==> src/rtl/mc_controller_if.sv <==
// Interface: mc_controller_if
// Purpose : Bundles the instruction-field, status and control-select signals
//           exchanged between the multicycle MIPS control unit and its datapath.
// Modports:
//   master - the controller: reads op/funct/zero/memready, drives all controls
//   slave  - the datapath side: drives op/funct/zero/memready, reads controls
// Signals:
//   op[OPW-1:0], funct[FUNCTW-1:0]  instruction fields from the IR
//   zero, memready                  ALU zero flag, memory-access-complete
//   iord, memwrite, irwrite, regwrite, regdst, memtoreg, alusrca, pcen,
//   illegal, alusrcb[1:0], pcsrc[1:0], alucontrol[2:0]  datapath controls
interface mc_controller_if #(
  parameter int OPW    = 6,
  parameter int FUNCTW = 6
);
  logic [OPW-1:0]    op;
  logic [FUNCTW-1:0] funct;
  logic              zero;
  logic              memready;

  logic              iord;
  logic              memwrite;
  logic              irwrite;
  logic              regwrite;
  logic              regdst;
  logic              memtoreg;
  logic              alusrca;
  logic [1:0]        alusrcb;
  logic [1:0]        pcsrc;
  logic [2:0]        alucontrol;
  logic              pcen;
  logic              illegal;

  modport master (
    input  op, funct, zero, memready,
    output iord, memwrite, irwrite, regwrite, regdst, memtoreg, alusrca,
           alusrcb, pcsrc, alucontrol, pcen, illegal
  );

  modport slave (
    output op, funct, zero, memready,
    input  iord, memwrite, irwrite, regwrite, regdst, memtoreg, alusrca,
           alusrcb, pcsrc, alucontrol, pcen, illegal
  );
endinterface

==> src/rtl/mc_controller.sv <==
// Module : mc_controller
// Purpose: Multicycle MIPS control unit. A Moore FSM sequences one instruction
//          at a time (lw, sw, R-type, beq, bne, addi, j) over a shared-memory
//          datapath, waiting on memready for every memory access, plus the
//          ALU decoder that turns the FSM's ALU operation into alucontrol.
// Ports  :
//   clk    rising-edge clock
//   reset  asynchronous, active-low; while low the FSM sits in FETCH and every
//          control output (enables, selects, illegal) is held at 0
//   bus    mc_controller_if.master - instruction fields, zero, memready in;
//          all datapath controls out
module mc_controller #(
  parameter int OPW    = 6,
  parameter int FUNCTW = 6
) (
  input  logic                 clk,
  input  logic                 reset,
  mc_controller_if.master      bus
);

  localparam logic [3:0] S_FETCH  = 4'd0;
  localparam logic [3:0] S_DECODE = 4'd1;
  localparam logic [3:0] S_MEMADR = 4'd2;
  localparam logic [3:0] S_MEMRD  = 4'd3;
  localparam logic [3:0] S_MEMWB  = 4'd4;
  localparam logic [3:0] S_MEMWR  = 4'd5;
  localparam logic [3:0] S_RTEX   = 4'd6;
  localparam logic [3:0] S_RTWB   = 4'd7;
  localparam logic [3:0] S_BREX   = 4'd8;
  localparam logic [3:0] S_ADDIEX = 4'd9;
  localparam logic [3:0] S_ADDIWB = 4'd10;
  localparam logic [3:0] S_JEX    = 4'd11;

  localparam logic [OPW-1:0] OP_LW   = OPW'(6'b100011);
  localparam logic [OPW-1:0] OP_SW   = OPW'(6'b101011);
  localparam logic [OPW-1:0] OP_RTYP = OPW'(6'b000000);
  localparam logic [OPW-1:0] OP_BEQ  = OPW'(6'b000100);
  localparam logic [OPW-1:0] OP_BNE  = OPW'(6'b000101);
  localparam logic [OPW-1:0] OP_ADDI = OPW'(6'b001000);
  localparam logic [OPW-1:0] OP_J    = OPW'(6'b000010);

  localparam logic [FUNCTW-1:0] FN_ADD = FUNCTW'(6'b100000);
  localparam logic [FUNCTW-1:0] FN_SUB = FUNCTW'(6'b100010);
  localparam logic [FUNCTW-1:0] FN_AND = FUNCTW'(6'b100100);
  localparam logic [FUNCTW-1:0] FN_OR  = FUNCTW'(6'b100101);
  localparam logic [FUNCTW-1:0] FN_SLT = FUNCTW'(6'b101010);

  // ALU operation requested by the FSM; ALUOP_NONE covers states that do not
  // use the ALU and leaves alucontrol at 0.
  localparam logic [1:0] ALUOP_NONE  = 2'd0;
  localparam logic [1:0] ALUOP_ADD   = 2'd1;
  localparam logic [1:0] ALUOP_SUB   = 2'd2;
  localparam logic [1:0] ALUOP_FUNCT = 2'd3;

  logic [3:0] state;
  logic [3:0] next_state;

  logic       iord_r, memwrite_r, irwrite_r, regwrite_r, regdst_r;
  logic       memtoreg_r, alusrca_r, illegal_r;
  logic       pcwrite, branch, branchne;
  logic [1:0] alusrcb_r, pcsrc_r, aluop;
  logic [2:0] alucontrol_r;
  logic [2:0] funct_ctl;
  logic       funct_ok;
  logic       pcen_r;

  always_ff @(posedge clk or negedge reset) begin
    if (!reset) state <= S_FETCH;
    else        state <= next_state;
  end

  // Memory states hold until memready; DECODE dispatches on the opcode and
  // falls back to FETCH for anything unsupported.
  always_comb begin
    next_state = S_FETCH;
    case (state)
      S_FETCH:  next_state = bus.memready ? S_DECODE : S_FETCH;
      S_DECODE: begin
        case (bus.op)
          OP_LW, OP_SW:   next_state = S_MEMADR;
          OP_RTYP:        next_state = S_RTEX;
          OP_BEQ, OP_BNE: next_state = S_BREX;
          OP_ADDI:        next_state = S_ADDIEX;
          OP_J:           next_state = S_JEX;
          default:        next_state = S_FETCH;
        endcase
      end
      S_MEMADR: next_state = (bus.op == OP_LW) ? S_MEMRD : S_MEMWR;
      S_MEMRD:  next_state = bus.memready ? S_MEMWB : S_MEMRD;
      S_MEMWB:  next_state = S_FETCH;
      S_MEMWR:  next_state = bus.memready ? S_FETCH : S_MEMWR;
      S_RTEX:   next_state = S_RTWB;
      S_RTWB:   next_state = S_FETCH;
      S_BREX:   next_state = S_FETCH;
      S_ADDIEX: next_state = S_ADDIWB;
      S_ADDIWB: next_state = S_FETCH;
      S_JEX:    next_state = S_FETCH;
      default:  next_state = S_FETCH;
    endcase
  end

  // R-type funct decode; unknown functs still compute an add so RTWB writes
  // a defined value, but they raise illegal in RTEX.
  always_comb begin
    funct_ctl = 3'b010;
    funct_ok  = 1'b1;
    case (bus.funct)
      FN_ADD:  funct_ctl = 3'b010;
      FN_SUB:  funct_ctl = 3'b110;
      FN_AND:  funct_ctl = 3'b000;
      FN_OR:   funct_ctl = 3'b001;
      FN_SLT:  funct_ctl = 3'b111;
      default: begin
        funct_ctl = 3'b010;
        funct_ok  = 1'b0;
      end
    endcase
  end

  // Moore decode of the state register. FETCH's irwrite/pcwrite are the only
  // outputs qualified by memready.
  always_comb begin
    iord_r     = 1'b0;
    memwrite_r = 1'b0;
    irwrite_r  = 1'b0;
    regwrite_r = 1'b0;
    regdst_r   = 1'b0;
    memtoreg_r = 1'b0;
    alusrca_r  = 1'b0;
    alusrcb_r  = 2'b00;
    pcsrc_r    = 2'b00;
    aluop      = ALUOP_NONE;
    pcwrite    = 1'b0;
    branch     = 1'b0;
    branchne   = 1'b0;
    illegal_r  = 1'b0;
    case (state)
      S_FETCH: begin
        alusrcb_r = 2'b01;
        aluop     = ALUOP_ADD;
        irwrite_r = bus.memready;
        pcwrite   = bus.memready;
      end
      S_DECODE: begin
        alusrcb_r = 2'b11;
        aluop     = ALUOP_ADD;
        case (bus.op)
          OP_LW, OP_SW, OP_RTYP, OP_BEQ, OP_BNE, OP_ADDI, OP_J: illegal_r = 1'b0;
          default: illegal_r = 1'b1;
        endcase
      end
      S_MEMADR: begin
        alusrca_r = 1'b1;
        alusrcb_r = 2'b10;
        aluop     = ALUOP_ADD;
      end
      S_MEMRD: iord_r = 1'b1;
      S_MEMWB: begin
        regwrite_r = 1'b1;
        memtoreg_r = 1'b1;
      end
      S_MEMWR: begin
        iord_r     = 1'b1;
        memwrite_r = 1'b1;
      end
      S_RTEX: begin
        alusrca_r = 1'b1;
        aluop     = ALUOP_FUNCT;
        illegal_r = ~funct_ok;
      end
      S_RTWB: begin
        regwrite_r = 1'b1;
        regdst_r   = 1'b1;
      end
      S_BREX: begin
        alusrca_r = 1'b1;
        aluop     = ALUOP_SUB;
        pcsrc_r   = 2'b01;
        branch    = (bus.op == OP_BEQ);
        branchne  = (bus.op == OP_BNE);
      end
      S_ADDIEX: begin
        alusrca_r = 1'b1;
        alusrcb_r = 2'b10;
        aluop     = ALUOP_ADD;
      end
      S_ADDIWB: regwrite_r = 1'b1;
      S_JEX: begin
        pcsrc_r = 2'b10;
        pcwrite = 1'b1;
      end
      default: begin
        iord_r = 1'b0;
      end
    endcase
  end

  always_comb begin
    alucontrol_r = 3'b000;
    case (aluop)
      ALUOP_ADD:   alucontrol_r = 3'b010;
      ALUOP_SUB:   alucontrol_r = 3'b110;
      ALUOP_FUNCT: alucontrol_r = funct_ctl;
      default:     alucontrol_r = 3'b000;
    endcase
  end

  assign pcen_r = pcwrite | (branch & bus.zero) | (branchne & ~bus.zero);

  // Every output is gated by reset so an abandoned instruction cannot write
  // anything, even in the part of the cycle before the next clock edge.
  assign bus.iord       = reset & iord_r;
  assign bus.memwrite   = reset & memwrite_r;
  assign bus.irwrite    = reset & irwrite_r;
  assign bus.regwrite   = reset & regwrite_r;
  assign bus.regdst     = reset & regdst_r;
  assign bus.memtoreg   = reset & memtoreg_r;
  assign bus.alusrca    = reset & alusrca_r;
  assign bus.alusrcb    = reset ? alusrcb_r : 2'b00;
  assign bus.pcsrc      = reset ? pcsrc_r : 2'b00;
  assign bus.alucontrol = reset ? alucontrol_r : 3'b000;
  assign bus.pcen       = reset & pcen_r;
  assign bus.illegal    = reset & illegal_r;

endmodule
==> src/flat_wrapper.sv <==
// flat-port wrapper written by rule: the top's interface ports become plain ports
module mc_controller_flat 
#(
  parameter int OPW    = 6,
  parameter int FUNCTW = 6
)
  (clk, reset, bus_op, bus_funct, bus_zero, bus_memready, bus_iord, bus_memwrite, bus_irwrite, bus_regwrite, bus_regdst, bus_memtoreg, bus_alusrca, bus_alusrcb, bus_pcsrc, bus_alucontrol, bus_pcen, bus_illegal);
  mc_controller_if #(.OPW(OPW), .FUNCTW(FUNCTW)) bus_i ();
  input  logic clk;
  input  logic reset;
  input wire logic [$bits(bus_i.op)-1:0] bus_op;
  input wire logic [$bits(bus_i.funct)-1:0] bus_funct;
  input wire logic [$bits(bus_i.zero)-1:0] bus_zero;
  input wire logic [$bits(bus_i.memready)-1:0] bus_memready;
  output wire logic [$bits(bus_i.iord)-1:0] bus_iord;
  output wire logic [$bits(bus_i.memwrite)-1:0] bus_memwrite;
  output wire logic [$bits(bus_i.irwrite)-1:0] bus_irwrite;
  output wire logic [$bits(bus_i.regwrite)-1:0] bus_regwrite;
  output wire logic [$bits(bus_i.regdst)-1:0] bus_regdst;
  output wire logic [$bits(bus_i.memtoreg)-1:0] bus_memtoreg;
  output wire logic [$bits(bus_i.alusrca)-1:0] bus_alusrca;
  output wire logic [$bits(bus_i.alusrcb)-1:0] bus_alusrcb;
  output wire logic [$bits(bus_i.pcsrc)-1:0] bus_pcsrc;
  output wire logic [$bits(bus_i.alucontrol)-1:0] bus_alucontrol;
  output wire logic [$bits(bus_i.pcen)-1:0] bus_pcen;
  output wire logic [$bits(bus_i.illegal)-1:0] bus_illegal;
  assign bus_i.op = bus_op;
  assign bus_i.funct = bus_funct;
  assign bus_i.zero = bus_zero;
  assign bus_i.memready = bus_memready;
  assign bus_iord = bus_i.iord;
  assign bus_memwrite = bus_i.memwrite;
  assign bus_irwrite = bus_i.irwrite;
  assign bus_regwrite = bus_i.regwrite;
  assign bus_regdst = bus_i.regdst;
  assign bus_memtoreg = bus_i.memtoreg;
  assign bus_alusrca = bus_i.alusrca;
  assign bus_alusrcb = bus_i.alusrcb;
  assign bus_pcsrc = bus_i.pcsrc;
  assign bus_alucontrol = bus_i.alucontrol;
  assign bus_pcen = bus_i.pcen;
  assign bus_illegal = bus_i.illegal;
  mc_controller #(.OPW(OPW), .FUNCTW(FUNCTW)) u_core (.clk(clk), .reset(reset), .bus(bus_i));
endmodule
==> config.mk <==
export PLATFORM = sky130hd
export DESIGN_NAME = mc_controller_flat
export DESIGN_NICKNAME = d
export VERILOG_FILES = /design/src/rtl/mc_controller_if.sv /design/src/rtl/mc_controller.sv /design/src/flat_wrapper.sv
export SDC_FILE = /design/constraint.sdc
export NUM_CORES = 1
export LEC_CHECK = 0
export ABC_AREA = 1
export BUFFER_PORTS_ARGS = -buffer_cell sky130_fd_sc_hd__buf_2
export CAP_MARGIN = 5
export CORE_MARGIN = 1
export CORE_UTILIZATION = 44
export DETAILED_ROUTE_END_ITERATION = 6
export PLACE_DENSITY_LB_ADDON = 0.3
export SLEW_MARGIN = 20
export SYNTH_ARGS = -nofsm -noshare
export SYNTH_HDL_FRONTEND = slang
export SYNTH_SLANG_ARGS = --single-unit
==> constraint.sdc <==
create_clock -name clk -period 1.8 [get_ports clk]
set_clock_uncertainty 0.15 [all_clocks]
set_input_delay 0.09 -clock clk [delete_from_list [all_inputs] [get_ports clk]]
set_output_delay 0.09 -clock clk [all_outputs]
set_load 0.01 [all_outputs]
# Word level (Yosys, flattened, before mapping)
# Cells that the tools add are included.
[word_totals]
ram_bits = 0
mem_count = 0
mem_bits_ro = 0
out_inout_bits = 16
register_bits = 4
latchBits = 0
[op_classes]
n_mux = 27
n_mul = 0
div_mod_pow = 0
bitwise = 15
n_eq_ne = 25
order_cmp = 0
reduce_logical = 11
n_addsub = 0
n_shift = 0
[ops]
columns = ["cell", "n"]
rows = [
  ["equality test 6 bit (second input constant)", 7],
  ["one-hot mux 4 bit (7 select lines)", 1],
  ["one-hot mux 4 bit (5 select lines)", 1],
  ["equality test 4 x 3 -> 1 bit (second input constant)", 4],
  ["equality test 4 bit (second input constant)", 4],
  ["equality test 6 x 3 -> 1 bit (second input constant)", 2],
  ["2-to-1 mux 1 bit", 12],
  ["2-to-1 mux 3 bit", 4],
  ["one-hot mux 2 bit (3 select lines)", 2],
  ["one-hot mux 3 bit (4 select lines)", 1],
  ["bitwise AND 1 bit", 11],
  ["one-hot mux 3 bit (3 select lines)", 1],
  ["equality test 4 x 2 -> 1 bit (second input constant)", 2],
  ["OR reduction 2 bit", 4],
  ["OR reduction 4 bit", 2],
  ["OR reduction 7 bit", 1],
  ["equality test 6 x 2 -> 1 bit (second input constant)", 1],
  ["equality test 6 x 4 -> 1 bit (second input constant)", 1],
  ["logical NOT 6 bit", 1],
  ["OR reduction 5 bit", 1],
  ["equality test 2 bit (second input constant)", 2],
  ["equality test 4 x 1 -> 1 bit (second input constant)", 1],
  ["logical NOT 4 bit", 1],
  ["2-to-1 mux 2 bit", 2],
  ["other kinds (6)", 9],
]

# Depth between registers and ports, before layout
[logic_depth]
depth_word = 6
depth_mapped = 8
mapped_depth_nobuf = 8

# Least setup slack after synthesis
# OpenSTA, ideal clock, no wires.
[synth_path]
kind = "register -> output"
startpoint = "register u_core.state[3]"
endpoint = "output bus_alucontrol[0]"
t_arrival_ps = 1156
path_slack_ps = 404
stages_incl_launch_ff = 8
n_path_buf = 0
t_required_ps = 1560
path_cell_list = "dfrtp_1 -> inv_1 -> nand2_1 -> nor2_4 -> inv_2 -> nor2_2 -> nand2_1 -> a21oi_1"
[synth_between]
elab_chain_len = 6
word_cells_on_any_way = 13
classes_between = "eq/ne: 8; mux: 3; reduce/logical: 2"
[synth_rtl]
columns = ["item", "line", "rtl"]
rows = [
  ["start: declaration", "mc_controller.sv:55", "logic [3:0] state;"],
  ["start signal: assignment", "mc_controller.sv:69", "else state <= next_state;"],
  ["equality test 4 x 2 -> 1 bit, or another cell as far along", "mc_controller.sv:137", "case (state)"],
  ["OR reduction 4 bit (no source line)", "-", ""],
  ["one-hot mux 2 bit (3 select lines) (*)", "mc_controller.sv:137", ""],
  ["equality test 2 bit or equality test 2 x 1 -> 1 bit (tied branches)", "mc_controller.sv:200", "case (aluop)"],
  ["one-hot mux 3 bit (3 select lines) (*)", "mc_controller.sv:200", ""],
  ["2-to-1 mux 3 bit (*)", "mc_controller.sv:221", "assign bus.alucontrol = reset ? alucontrol_r : 3'b000;"],
  ["end: declaration", "flat_wrapper.sv:24", "output wire logic [$bits(bus_i.alucontrol)-1:0] bus_alucontrol;"],
]
# Every way passes the cells marked *; elsewhere a longest branch is shown, timed or not.

# Worst setup path in the final report
# Same ends and word-level chain as after synthesis.

==> reports/qor.yml <==
via_count: 889
worst_slew_pin_slew_ps: 296.9
die-area_um2: 1547
max_freq_mhz: 568.4
hold_ws_ps: 87.78
setup_viol: 0
cts-htree-levels: 1
run_status: "completed"
area_growth_pct: 46.53
yosysTopAreaCell: "nand2_1"
syn_nets: 134
io_buffers: 31
die_w_um: 39.33
grt_antenna_before_repair: 0
rows: 13
tritoncts: "done"
worst_skew_pair.late_latency_ps: 230
clockBufferDepth: 2
critPathCaptureType: "primary output"
timing.rr.end: "u_core.state[2]$_DFF_PN0_"
start_kind: "flop"
largestRegisters: "u_core.state (4)"
route.detailed.drc: 0
cts_sinks: 4
finalHoldViolations: 0
grt_pass1_vias: 617
max-cap-violations: 0
yosysUniqueCellTypes: 20
reg2reg_depth: 8
min_period_over_period_pct: 97.74
grtUsageTotal_pct: 22.00
max_slew_margin_pct: 80.05
p_leak_nw: 0.5271
ir_drop_mv: 0.5276
slew_viol_final: 0
final_util_pct: 69.04
wl_per_cell_um: 10.47
ys_top_cells_by_area: "nand2_1 (18%), nor2_1 (17%), dfrtp_1 (16%)"
yosysTopAreaCellShare_pct: 17.76
core-area_um2: 1301
drtAntennaViolNets: 0
post-place-ws_ps: 254.4
synthCells: 118
diodes: 0
drt_first_pass_iters: 4
drt-total-wl_um: 1822
crit_path_max_fanout: 6
tns_ps: 0
power_density_nw_per_um2: 662.2
grt_pass1_wl_um: 2304
ioPinCount: 32
r2r-start: "u_core.state[3]$_DFF_PN0_"
cp.required_ps: 1560
synth_area_per_cell_um2: 5.196
start_util_pct: 47.12
min-delay-start: "bus_memready"
hold_depth: 4
clk_pin_slew_ps: 40
drt_iter0_drc: 29
synthesis.area_um2: 613.1
cts-root-buf: "clkbuf_4"
layout-drive-gt1-share_pct: 37.74
timing.final.ws_setup_ps: 40.60
cp.arrival_ps: 1520
ys_ff_latch: 4
rrSetupSlack_ps: 390
gp_congestion: 0.9307
hold-path-endpoint: "u_core.state[1]$_DFF_PN0_"
critPathKind: "reg2out"
rsz0062_at_grt: "yes"
largest_register_ffs: 4
cts_made_buffers: 3
place_hpwl_um: 1340
via_per_inst: 5.109
largest-register: "u_core.state"
die_h_um: 39.33
final.min_clock_period_ps: 1759
grt_max_degree: 11
hp-class: "in2reg"
ys_warn_count: 0
overflow: 0
nets: 177
ys_seq_area_share_pct: 16.33
==> how the worst max path moves through the flow <==
stage | from | endpoint | slack (ps) | cells after the start
2_1_floorplan | u_core.state[3]$_DFF_PN0_ | bus_alucontrol[0] | 400 | 7
3_3_place_gp | u_core.state[3]$_DFF_PN0_ | bus_alucontrol[0] | 270 | 8
3_5_place_dp | u_core.state[3]$_DFF_PN0_ | bus_alucontrol[0] | 250 | 8
4_1_cts | u_core.state[0]$_DFF_PN0_ | bus_alucontrol[0] | 10 | 8
5_1_grt | u_core.state[3]$_DFF_PN0_ | bus_alucontrol[0] | -50 | 8
6_report | u_core.state[3]$_DFF_PN0_ | bus_alucontrol[0] | 40 | 8
==> logic make-up after synthesis <==
| family | count (synthesis) | share of synthesized area [%] |
|---|---|---|
| AND/OR/NAND/NOR | 86 | 62.45 |
| buffers and inverters | 19 | 11.63 |
| AO/OA/AOI/OAI | 8 | 8.165 |
| flip-flops | 4 | 16.33 |
| XOR/XNOR | 1 | 1.429 |
==> per-stage QoR <==
step	power (mW)	cells	cell area, um2
after floorplan	0.3269	118	613.1
after global placement	0.4130	164	787.0
after detailed placement	0.4218	164	787.0
after CTS	0.5384	169	827.0
after global routing	0.6490	174	898.4
final	0.5949	174	898.4
==> critical path: stages, from the launching register on <==
cell	delay [ps]
dfrtp_1	420
inv_2	110
nand2_4	70
nor2_4	200
inv_2	70
nor2_4	90
nand2_1	60
a21oi_1	130
buf_2	150
==> cell type report <==
class | count | area (um2)
inverters | 19 | 73.82
fillers | 122 | 402.9
well taps | 15 | 18.77
clock buffers | 3 | 22.52
flip-flops and latches | 4 | 103.9
multi-input cells | 95 | 469.2
repair buffers | 38 | 210.2
==> where the power goes <==
part | internal (mW) | switching, mW | total [mW]
registers | 0.109 | 0.0313 | 0.141
clock network | 0.0745 | 0.0356 | 0.110
logic | 0.137 | 0.207 | 0.344
total | 0.321 | 0.274 | 0.595
==> cells in the final DEF, fill, tap and decap left out <==
master / n
buf_2: 31
nand2_1: 27
nor2_1: 26
nand3_1: 14
inv_1: 13
buf_4: 6
nor2_4: 4
inv_2: 4
nand4_1: 4
a21oi_1: 4
nand2_2: 3
nor3_1: 3
clkbuf_4: 3
dfrtp_2: 3
nor2_2: 2
inv_4: 1
nand2_4: 1
o211ai_1: 1
a21o_1: 1
clkinv_1: 1
o21ai_2: 1
a31oi_1: 1
nand3b_1: 1
xor2_1: 1
or2_2: 1
dlygate4sd3_1: 1
dfrtp_1: 1
==> synthesized netlist by cell type <==
cell type  count
nor2_1        27
dfrtp_1        4
o211ai_1       1
clkinv_1       1
a21oi_1        4
nand3b_1       1
nand2_2        2
o21ai_2        1
inv_1         14
nand4_1        4
a21o_1         1
nand2_1       29
xor2_1         1
nor3_1         3
nand3_1       14
or2_2          1
inv_2          4
a31oi_1        1
nor2_4         1
nor2_2         4
==> repair_timing <==
| item | in CTS | in global routing |
|---|---|---|
| pin swaps | 1 | 5 |
| setup buffers | 1 | 5 |
| hold buffers | 1 | 0 |
| setup endpoints to repair | 1 | 6 |
| endpoints found under the hold margin | 4 | 0 |
| gates resized for setup | 0 | 12 |
==> per-layer routing <==
metal,part of all wire [%],wire (um),track usage (%)
met3,7.1,130,4.545
met1,39,719,25.26
met4,1.8,33,12.93
met5,0,0,0
met2,52,939,37.08
No activity file was read; power rests on OpenSTA's default activity.
